## src/rtl/othello_move_sequencer.sv

```systemverilog
// othello_move_sequencer
// Plays one Othello move on an internal 8x8 board. A start pulse in IDLE latches
// the mover and target; the target is checked, all eight directions are scanned,
// every bracketed opponent disc is flipped (one draw handshake per cell) and
// finally the mover's disc is placed.
// Ports:
//   clock, reset             : clock and synchronous active-high reset
//   new_game                 : reload the opening board (IDLE only)
//   start, side, cur_x/y     : move request, mover (0 black, 1 white), target cell
//   busy, done               : move in progress / one-cycle completion pulse
//   valid_move, flip_count   : result of the last move, held until the next start
//   draw_req/ack, draw_x/y/sel : redraw handshake towards the plot helper
//   rd_x, rd_y, rd_cell      : combinational board read port
module othello_move_sequencer #(
   parameter logic [1:0] SEL_BLACK = 2'd1,
   parameter logic [1:0] SEL_WHITE = 2'd2
) (
   input  logic       clock,
   input  logic       reset,
   input  logic       new_game,
   input  logic       start,
   input  logic       side,
   input  logic [2:0] cur_x,
   input  logic [2:0] cur_y,
   output logic       busy,
   output logic       done,
   output logic       valid_move,
   output logic [4:0] flip_count,
   output logic       draw_req,
   input  logic       draw_ack,
   output logic [2:0] draw_x,
   output logic [2:0] draw_y,
   output logic [1:0] draw_sel,
   input  logic [2:0] rd_x,
   input  logic [2:0] rd_y,
   output logic [1:0] rd_cell
);

   typedef enum logic [2:0] {
      StIdle, StCheck, StScan, StFlip, StNextDir, StPlace, StDone
   } state_e;

   state_e     state_q, state_d;
   logic [1:0] board_q [64];   // index = {y, x}
   logic       side_q, side_d;
   logic [2:0] tx_q, tx_d, ty_q, ty_d;
   logic [2:0] px_q, px_d, py_q, py_d;
   logic [2:0] dir_q, dir_d, run_q, run_d;
   logic [4:0] flips_q, flips_d;
   logic       valid_q, valid_d;
   logic       board_we, board_load;
   logic [3:0] step_x, step_y, nx, ny;
   logic [1:0] own, opp, next_cell;
   logic       next_off;

   // Direction deltas as 4-bit two's complement; order N, NE, E, SE, S, SW, W, NW.
   always_comb begin
      step_x = 4'd0;
      step_y = 4'd0;
      case (dir_q)
         3'd0:    begin step_x = 4'd0;  step_y = 4'hF; end
         3'd1:    begin step_x = 4'd1;  step_y = 4'hF; end
         3'd2:    begin step_x = 4'd1;  step_y = 4'd0; end
         3'd3:    begin step_x = 4'd1;  step_y = 4'd1; end
         3'd4:    begin step_x = 4'd0;  step_y = 4'd1; end
         3'd5:    begin step_x = 4'hF;  step_y = 4'd1; end
         3'd6:    begin step_x = 4'hF;  step_y = 4'd0; end
         default: begin step_x = 4'hF;  step_y = 4'hF; end
      endcase
   end

   // A 4-bit step leaves the board exactly when bit 3 is set (-1 or 8), so no wrap.
   assign nx        = {1'b0, px_q} + step_x;
   assign ny        = {1'b0, py_q} + step_y;
   assign next_off  = nx[3] | ny[3];
   assign next_cell = board_q[{ny[2:0], nx[2:0]}];
   assign own       = side_q ? 2'b10 : 2'b01;
   assign opp       = side_q ? 2'b01 : 2'b10;

   assign busy       = (state_q != StIdle);
   assign done       = (state_q == StDone);
   assign valid_move = valid_q;
   assign flip_count = flips_q;
   assign draw_req   = (state_q == StFlip) || ((state_q == StPlace) && (flips_q != 5'd0));
   assign draw_x     = draw_req ? px_q : 3'd0;
   assign draw_y     = draw_req ? py_q : 3'd0;
   assign draw_sel   = draw_req ? (side_q ? SEL_WHITE : SEL_BLACK) : 2'b00;
   assign rd_cell    = board_q[{rd_y, rd_x}];

   always_comb begin
      state_d    = state_q;
      side_d     = side_q;
      tx_d       = tx_q;
      ty_d       = ty_q;
      px_d       = px_q;
      py_d       = py_q;
      dir_d      = dir_q;
      run_d      = run_q;
      flips_d    = flips_q;
      valid_d    = valid_q;
      board_we   = 1'b0;
      board_load = 1'b0;
      case (state_q)
         StIdle: begin
            if (new_game) begin
               board_load = 1'b1;
            end else if (start) begin
               side_d  = side;
               tx_d    = cur_x;
               ty_d    = cur_y;
               px_d    = cur_x;
               py_d    = cur_y;
               flips_d = 5'd0;
               valid_d = 1'b0;
               state_d = StCheck;
            end
         end
         StCheck: begin
            if (board_q[{ty_q, tx_q}] != 2'b00) begin
               state_d = StDone;
            end else begin
               dir_d   = 3'd0;
               run_d   = 3'd0;
               state_d = StScan;
            end
         end
         StScan: begin
            if (next_off || next_cell == 2'b00) begin
               state_d = StNextDir;
            end else if (next_cell == opp) begin
               run_d = run_q + 3'd1;
               px_d  = nx[2:0];
               py_d  = ny[2:0];
            end else if (run_q == 3'd0) begin
               state_d = StNextDir;
            end else begin
               // Position already sits on the last opponent disc of the run.
               state_d = StFlip;
            end
         end
         StFlip: begin
            if (draw_ack) begin
               board_we = 1'b1;
               flips_d  = flips_q + 5'd1;
               run_d    = run_q - 3'd1;
               px_d     = px_q - step_x[2:0];
               py_d     = py_q - step_y[2:0];
               if (run_q == 3'd1) begin
                  state_d = StNextDir;
               end
            end
         end
         StNextDir: begin
            run_d = 3'd0;
            px_d  = tx_q;
            py_d  = ty_q;
            if (dir_q == 3'd7) begin
               state_d = StPlace;
            end else begin
               dir_d   = dir_q + 3'd1;
               state_d = StScan;
            end
         end
         StPlace: begin
            if (flips_q == 5'd0) begin
               state_d = StDone;
            end else if (draw_ack) begin
               board_we = 1'b1;
               valid_d  = 1'b1;
               state_d  = StDone;
            end
         end
         StDone: begin
            state_d = StIdle;
         end
         default: begin
            state_d = StIdle;
         end
      endcase
   end

   always_ff @(posedge clock) begin
      if (reset) begin
         state_q <= StIdle;
         side_q  <= 1'b0;
         tx_q    <= 3'd0;
         ty_q    <= 3'd0;
         px_q    <= 3'd0;
         py_q    <= 3'd0;
         dir_q   <= 3'd0;
         run_q   <= 3'd0;
         flips_q <= 5'd0;
         valid_q <= 1'b0;
      end else begin
         state_q <= state_d;
         side_q  <= side_d;
         tx_q    <= tx_d;
         ty_q    <= ty_d;
         px_q    <= px_d;
         py_q    <= py_d;
         dir_q   <= dir_d;
         run_q   <= run_d;
         flips_q <= flips_d;
         valid_q <= valid_d;
      end
   end

   // Writes always target the current position (flipped disc or the target cell).
   always_ff @(posedge clock) begin
      if (reset || board_load) begin
         for (int i = 0; i < 64; i++) begin
            board_q[i] <= 2'b00;
         end
         board_q[27] <= 2'b10;   // (3,3) white
         board_q[36] <= 2'b10;   // (4,4) white
         board_q[35] <= 2'b01;   // (3,4) black
         board_q[28] <= 2'b01;   // (4,3) black
      end else if (board_we) begin
         board_q[{py_q, px_q}] <= own;
      end
   end

endmodule
```

## config.mk

```make
export PLATFORM = sky130hd
export DESIGN_NAME = othello_move_sequencer
export DESIGN_NICKNAME = d
export VERILOG_FILES = /design/src/rtl/othello_move_sequencer.sv
export SDC_FILE = /design/constraint.sdc
export NUM_CORES = 1
export LEC_CHECK = 0
export CELL_PAD_IN_SITES_DETAIL_PLACEMENT = 1
export CELL_PAD_IN_SITES_GLOBAL_PLACEMENT = 1
export CORE_ASPECT_RATIO = 0.6
export CORE_UTILIZATION = 54
export DETAILED_ROUTE_END_ITERATION = 16
export PLACE_DENSITY = 0.95
export RECOVER_POWER = 100
export SLEW_MARGIN = 20
export SYNTH_ARGS = -nofsm -noshare
export SYNTH_HDL_FRONTEND = slang
export SYNTH_SLANG_ARGS = --single-unit
```

## constraint.sdc

```tcl
create_clock -name clock -period 8.8 [get_ports clock]
set_input_delay 1.76 -clock clock [delete_from_list [all_inputs] [get_ports clock]]
set_output_delay 1.76 -clock clock [all_outputs]
set_load 0.1 [all_outputs]
```

==> impl_metrics.yaml, run 1 <==
outcome:
  status: "finished with violations"
  failed_checks: "capacitance limit, slew limit"
yosys:
  synth-main-ff-cell: "edfxtp_1"
  synth_edf_count: 128
  synth_seq_cells: 162
  synth_fp_nets: 1043
  syn_inst: 999
  synth_area_sq_mm: 0.0103
  syn_area_per_cell_sq_um: 10.3
  async_flop_share_pct: 0
  yosysSeqAreaShare_pct: 43.9
  ys_types: 69
  yosysWarningCount: 0
route:
  vias_per_cell: 7.33
  wl_mm: 38.9
  drtAntennaViolNets: 0
  vias: 9090
  route.detailed.wl_per_inst_um: 31.4
  first_pass_iters: 5
  drc: 0
  drtIter0Drc: 1601
floorplanning:
  core_area_sq_mm: 0.0184
  ios: 37
  fp-row-count: 38
  die_h_um: 109
  die_w_um: 180
  initial_utilization_pct: 56.1
  die_area_sq_mm: 0.0197
power_and_ir_drop:
  p_switching_w: 0.00156
  power_leakage_nw: 4.04
  seqPwrFrac_pct: 34.1
  p_sw_share_pct: 43.2
  peakVddDrop_v: 0.000198
  power_frac_clock_pct: 20.8
  powerDensity_mw_per_mm2: 320
  combPwrFrac_pct: 45.1
  p_int_w: 0.00205
layout:
  drive_gt1_share_pct: 12.6
  final_cell_mix: "nor2_1 (171), edfxtp_1 (128), nand2_1 (118), mux4_2 (68), nor3_1 (59)"
  instances_no_fill: 1240
  antenna_cells: 0
  syn2layout_area_growth_pct: 9.47
  fin_nets: 1031
  fillCellCount: 1972
  final_common_cell: "nor2_1"
cts:
  cts_resized: 0
  cts.sinks: 162
  cts_root_buffer: "clkbuf_16"
  path_clk_slew_ns: 0.07
  clock_latency_ns: 0.46
  h-tree-depth: 4
  holdBufCountCts: 0
  cts_tree: "built"
  cts_buffer_depth: 2
  numCtsBuffers: 17
  cts_setup_buffers: 0
timing:
  finalSetupTns_ns: 0
  finalHoldViolations: 0
  worstMarginPinSlew_ns: 3.20
  max_freq_mhz: 129
  slew_headroom_pct: -115
  setup_violations: 0
  clock_skew_ns: 0.0131
  fin_crit_ns: 7.75
  slew_violations: 104
  rsz0062_at_grt: "no"
  period_share_pct: 88.0
placed_design:
  port_buffers: 36
  dp_cells: 1208
  place.gp.congestion: 1.04
  dpl.hpwl_mm: 27.1
global_route:
  antenna_found_initial: 0
  grt_max_degree: 68
  grt.overflow.total: 0
  grt_usage_pct: 41.4
  grt_pass1_vias: 9293
  grt_pass1_wl_mm: 58.4
critical_path:
  arrival_ns: 8.09
  critPathMaxFanout: 30
  cp-start-kind: "flop"
  r2r-start: "dir_q[0]"
  critical_path_class: "reg -> reg"
  crit_start: "dir_q[0]"
  cp.required_ns: 9.14
  endpoint_kind: "flop"
job:
  cap_violations: 7
hold_path:
  hp-class: "reg -> reg"
  worstHoldStart: "ty_q[2]"
==> final timing paths <==
check	end	slack, ns	depth (start not counted)
hold / removal	ty_q[2]	0.50	2
setup / recovery	py_q[1]	1.05	16
setup reg to reg	py_q[1]	1.05	16
hold reg to reg	ty_q[2]	0.50	2
==> worst max-delay path, cell delays in order (launching register included) <==
cell and delay (ns):
dfxtp_1 0.44, inv_1 0.11, ha_1 0.24, o21ba_2 0.23, nor3_1 0.61, inv_1 0.24, fa_1 1.23, clkbuf_1 1.50
mux2_2 0.46, o311ai_0 0.29, a31oi_1 0.10, o2bb2ai_1 0.17, o31ai_1 0.53, nor3b_1 0.18, o21ai_0 0.43, nand3_1 0.44
a211oi_1 0.39
==> layout make-up <==
| cell class | count | area, sq um | area share, % |
|---|---|---|---|
| clock buffers | 26 | 543 | 4.82 |
| clock inverters | 6 | 37.5 | 0.333 |
| inverters | 31 | 116 | 1.03 |
| multi-input cells | 727 | 5320 | 47.2 |
| flip-flops and latches | 162 | 4520 | 40.1 |
| well taps | 240 | 300 | 2.66 |
| repair buffers | 48 | 433 | 3.84 |
==> cells by family after synthesis <==
logic type	Yosys count	share of synthesized area (%)
multiplexers	97	18.2
XOR/XNOR	11	1.01
flip-flops	162	43.9
AND/OR/NAND/NOR	450	19.9
buffers and inverters	110	4.20
adder cells (fa/ha/maj)	26	3.45
AO/OA/AOI/OAI	143	9.34
==> per-stage QoR <==
step | hold slack, ns | setup slack (ns) | area, sq um | total power (W) | utilization, %
2_1_floorplan | 0.451 | 2.72 | 10300 | 0.00230 | -
3_3_place_gp | 0.470 | 2.02 | 10800 | 0.00272 | 58.8
3_5_place_dp | 0.479 | 1.92 | 10800 | 0.00281 | 58.8
4_1_cts | 0.498 | 1.93 | 11400 | 0.00357 | 62.0
5_1_grt | 0.525 | 0.960 | 11300 | 0.00369 | 61.4
6_report | 0.499 | 1.05 | 11300 | 0.00360 | 61.4
==> registers in the layout, summed over array words and instances (netlist names), named ones only <==
signal / flops
tx_q: 3
px_q: 3
valid_move: 1
state_q: 3
ty_q: 3
flip_count: 5
dir_q: 3
py_q: 3
run_q: 3
board_q: 128
side_q: 1
==> synthesized netlist by cell type (all sizes together), types with 3 or more instances <==
master	count	area share [%]
nor2	171	6.2
edfxtp	128	37
nand2	118	4.3
mux4	71	16
clkbuf	63	2.3
nor3	59	2.9
o21ai	42	2.1
dfxtp	34	6.6
inv	31	1.1
a21oi	26	1.3
nand3	24	1.2
ha	22	2.7
mux2i	22	2.1
buf	16	0.78
a211oi	13	0.95
nand4	13	0.79
and2	12	0.73
nand2b	9	0.55
nor4	9	0.61
a31oi	8	0.49
and3	8	0.49
nor2b	7	0.43
o31ai	7	0.64
a2111oi	6	0.52
a221oi	6	0.51
xnor2	6	0.58
xor2	5	0.43
fa	4	0.78
mux2	4	0.44
o21a	4	0.29
or4	4	0.33
a211o	3	0.26
nor4b	3	0.26
o22ai	3	0.18
o311ai	3	0.26
o32ai	3	0.26
or3	3	0.18
==> power groups by stage <==
stage / registers [W] / logic (W) / clock network [W]
finish: 0.00123 / 0.00162 / 0.000751
global route: 0.00123 / 0.00169 / 0.000771
CTS: 0.00122 / 0.00161 / 0.000744
detailed placement: 0.00123 / 0.00158 / 0
global placement: 0.00121 / 0.00151 / 0
floorplan: 0.00109 / 0.00121 / 0
==> metal layers <==
layer / GRT usage (%) / wire length (um) / vias up
li1: - / - / 3687
met1: 54.1 / 15000 / 4536
met2: 64.3 / 17000 / 711
met3: 14.0 / 5320 / 156
met4: 16.3 / 1540 / 0
met5: 0 / 0 / -
No activity file was read; power rests on OpenSTA's default activity.
==> run 2, diff against run 1 <==
Settings changed: CTS_CLUSTER_DIAMETER set to 60, SLEW_MARGIN 20 to 10.
==> impl_metrics.yaml, run 2 (same netlist as run 1, synthesis figures left out) <==
outcome:
  status: "finished with violations"
  failed_checks: "capacitance limit, slew limit"
critical_path:
  slowest_delay_ns: 1.53
  crit_slowest_cell: "clkbuf_1"
  r2r-start: "dir_q[0]"
  path_buf_inv: 3
  cp_cell_sequence: "inv_1, ha_1, o21ba_2, nor3_1, inv_1, fa_1, clkbuf_1, mux2_2, o311ai_0, a31oi_1, o2bb2ai_1, o31ai_1, nor3b_1, o21ai_0, nand3_1, a211oi_1"
  critPathMaxFanout: 30
  critical_path_class: "reg -> reg"
  reg2reg_to: "py_q[1]"
  crit_path_frequent_cell: "inv_1"
  crit_family: "compound AO/OA/AOI/OAI gates"
  arrival_ns: 8.14
  rrSetupSlack_ns: 1.00
  endpoint_kind: "flop"
  cp.required_ns: 9.14
  cp-start-kind: "flop"
  r2r_cells: 16
power_and_ir_drop:
  power_leakage_nw: 4.04
  peakVddDrop_v: 0.000198
  powerDensity_mw_per_mm2: 320
global_route:
  grt_pass1_vias: 9293
  grt.overflow.total: 0
  antenna_found_initial: 0
  grt_max_degree: 68
  grt_pass1_wl_mm: 58.4
  grt_usage_pct: 41.4
placed_design:
  dpl.hpwl_mm: 27.1
  port_buffers: 36
  place.gp.congestion: 1.04
  dp_cells: 1208
route:
  drc: 0
  vias_per_cell: 7.31
  route.detailed.wl_per_inst_um: 31.3
  drtAntennaViolNets: 0
  wl_mm: 38.8
  drtIter0Drc: 1580
  first_pass_iters: 5
  vias: 9067
job:
  cap_violations: 7
cts:
  cts_root_buffer: "clkbuf_16"
  cts_setup_buffers: 0
  cts.sinks: 162
  cts_tree: "built"
  holdBufCountCts: 0
  numCtsBuffers: 17
  clock_latency_ns: 0.46
  h-tree-depth: 4
  cts_resized: 0
  cts_buffer_depth: 2
  path_clk_slew_ns: 0.07
layout:
  syn2layout_area_growth_pct: 9.46
  fin_nets: 1031
  antenna_cells: 0
  regMostFlops: "board_q"
  final_common_cell: "nor2_1"
  fillCellCount: 1973
  drive_gt1_share_pct: 12.6
  final_cell_mix: "nor2_1 (171), edfxtp_1 (128), nand2_1 (118), mux4_2 (68), nor3_1 (59)"
  largest_register_ffs: 128
  instances_no_fill: 1240
floorplanning:
  initial_utilization_pct: 56.1
  die_area_sq_mm: 0.0197
  ios: 37
  die_h_um: 109
  core_area_sq_mm: 0.0184
  die_w_um: 180
  fp-row-count: 38
timing:
  rsz0062_at_grt: "no"
  period_share_pct: 88.6
  clock_skew_ns: 0.0133
  setup_violations: 0
  holdWs_ns: 0.499
  finalHoldViolations: 0
  max_freq_mhz: 128
  fin_crit_ns: 7.80
  worstMarginPinSlew_ns: 3.23
  slew_headroom_pct: -117
  finalSetupTns_ns: 0
  slew_violations: 104
hold_path:
  hp-class: "reg -> reg"
  hold_end: "ty_q[2]"
  worstHoldStart: "ty_q[2]"
  whs_path_depth: 2
run 2: cell counts in the layout (fill, tap and decap cells not counted):
No cell type changed its count.
run 2: through the flow:
stage | instance area, sq um | power [W] | setup slack [ns] | utilization (%)
after detailed placement | 10800 | 0.00281 | 1.92 | 58.8
after global placement | 10800 | 0.00272 | 2.02 | 58.8
final | 11300 | 0.00361 | 1.00 | 61.4
after CTS | 11400 | 0.00357 | 1.93 | 62.0
after global routing | 11300 | 0.00369 | 0.952 | 61.4
after floorplan | 10300 | 0.00230 | 2.72 | -
run 2: power by group:
group	switching (W)	internal [W]	total [W]
registers	0.000222	0.00101	0.00123
clock network	0.000325	0.000427	0.000751
logic	0.00101	0.000613	0.00163
total	0.00156	0.00205	0.00361
run 2: layout make-up:
type,instances,area [sq um],share of cell area (%)
Tap cell,240,300,2.66
Clock inverter,6,37.5,0.333
Sequential cell,162,4520,40.1
Multi-Input combinational cell,727,5320,47.2
Timing Repair Buffer,48,433,3.84
Inverter,31,116,1.03
Clock buffer,26,543,4.82
run 2: metal layers:
| layer | GRT usage [%] | vias to the layer above | wire (um) |
|---|---|---|---|
| li1 | - | 3691 | - |
| met1 | 54.1 | 4534 | 15000 |
| met2 | 64.3 | 696 | 17100 |
| met3 | 14.0 | 146 | 5350 |
| met4 | 16.3 | 0 | 1400 |
| met5 | 0 | - | 0 |
run 2: worst max path at each step:
stage	start	end	depth (start not counted)
2_1_floorplan	rd_x[1]	rd_cell[0]	6
3_3_place_gp	rd_x[0]	rd_cell[0]	5
3_5_place_dp	rd_x[0]	rd_cell[0]	5
4_1_cts	rd_x[0]	rd_cell[0]	5
5_1_grt	dir_q[0]	px_q[1]	16
6_report	dir_q[0]	py_q[1]	16
run 2: worst min-delay path, cell delays in order (launching register included):
cell     delay, ns
dfxtp_1       0.31
nand2_1       0.05
a21oi_1       0.08
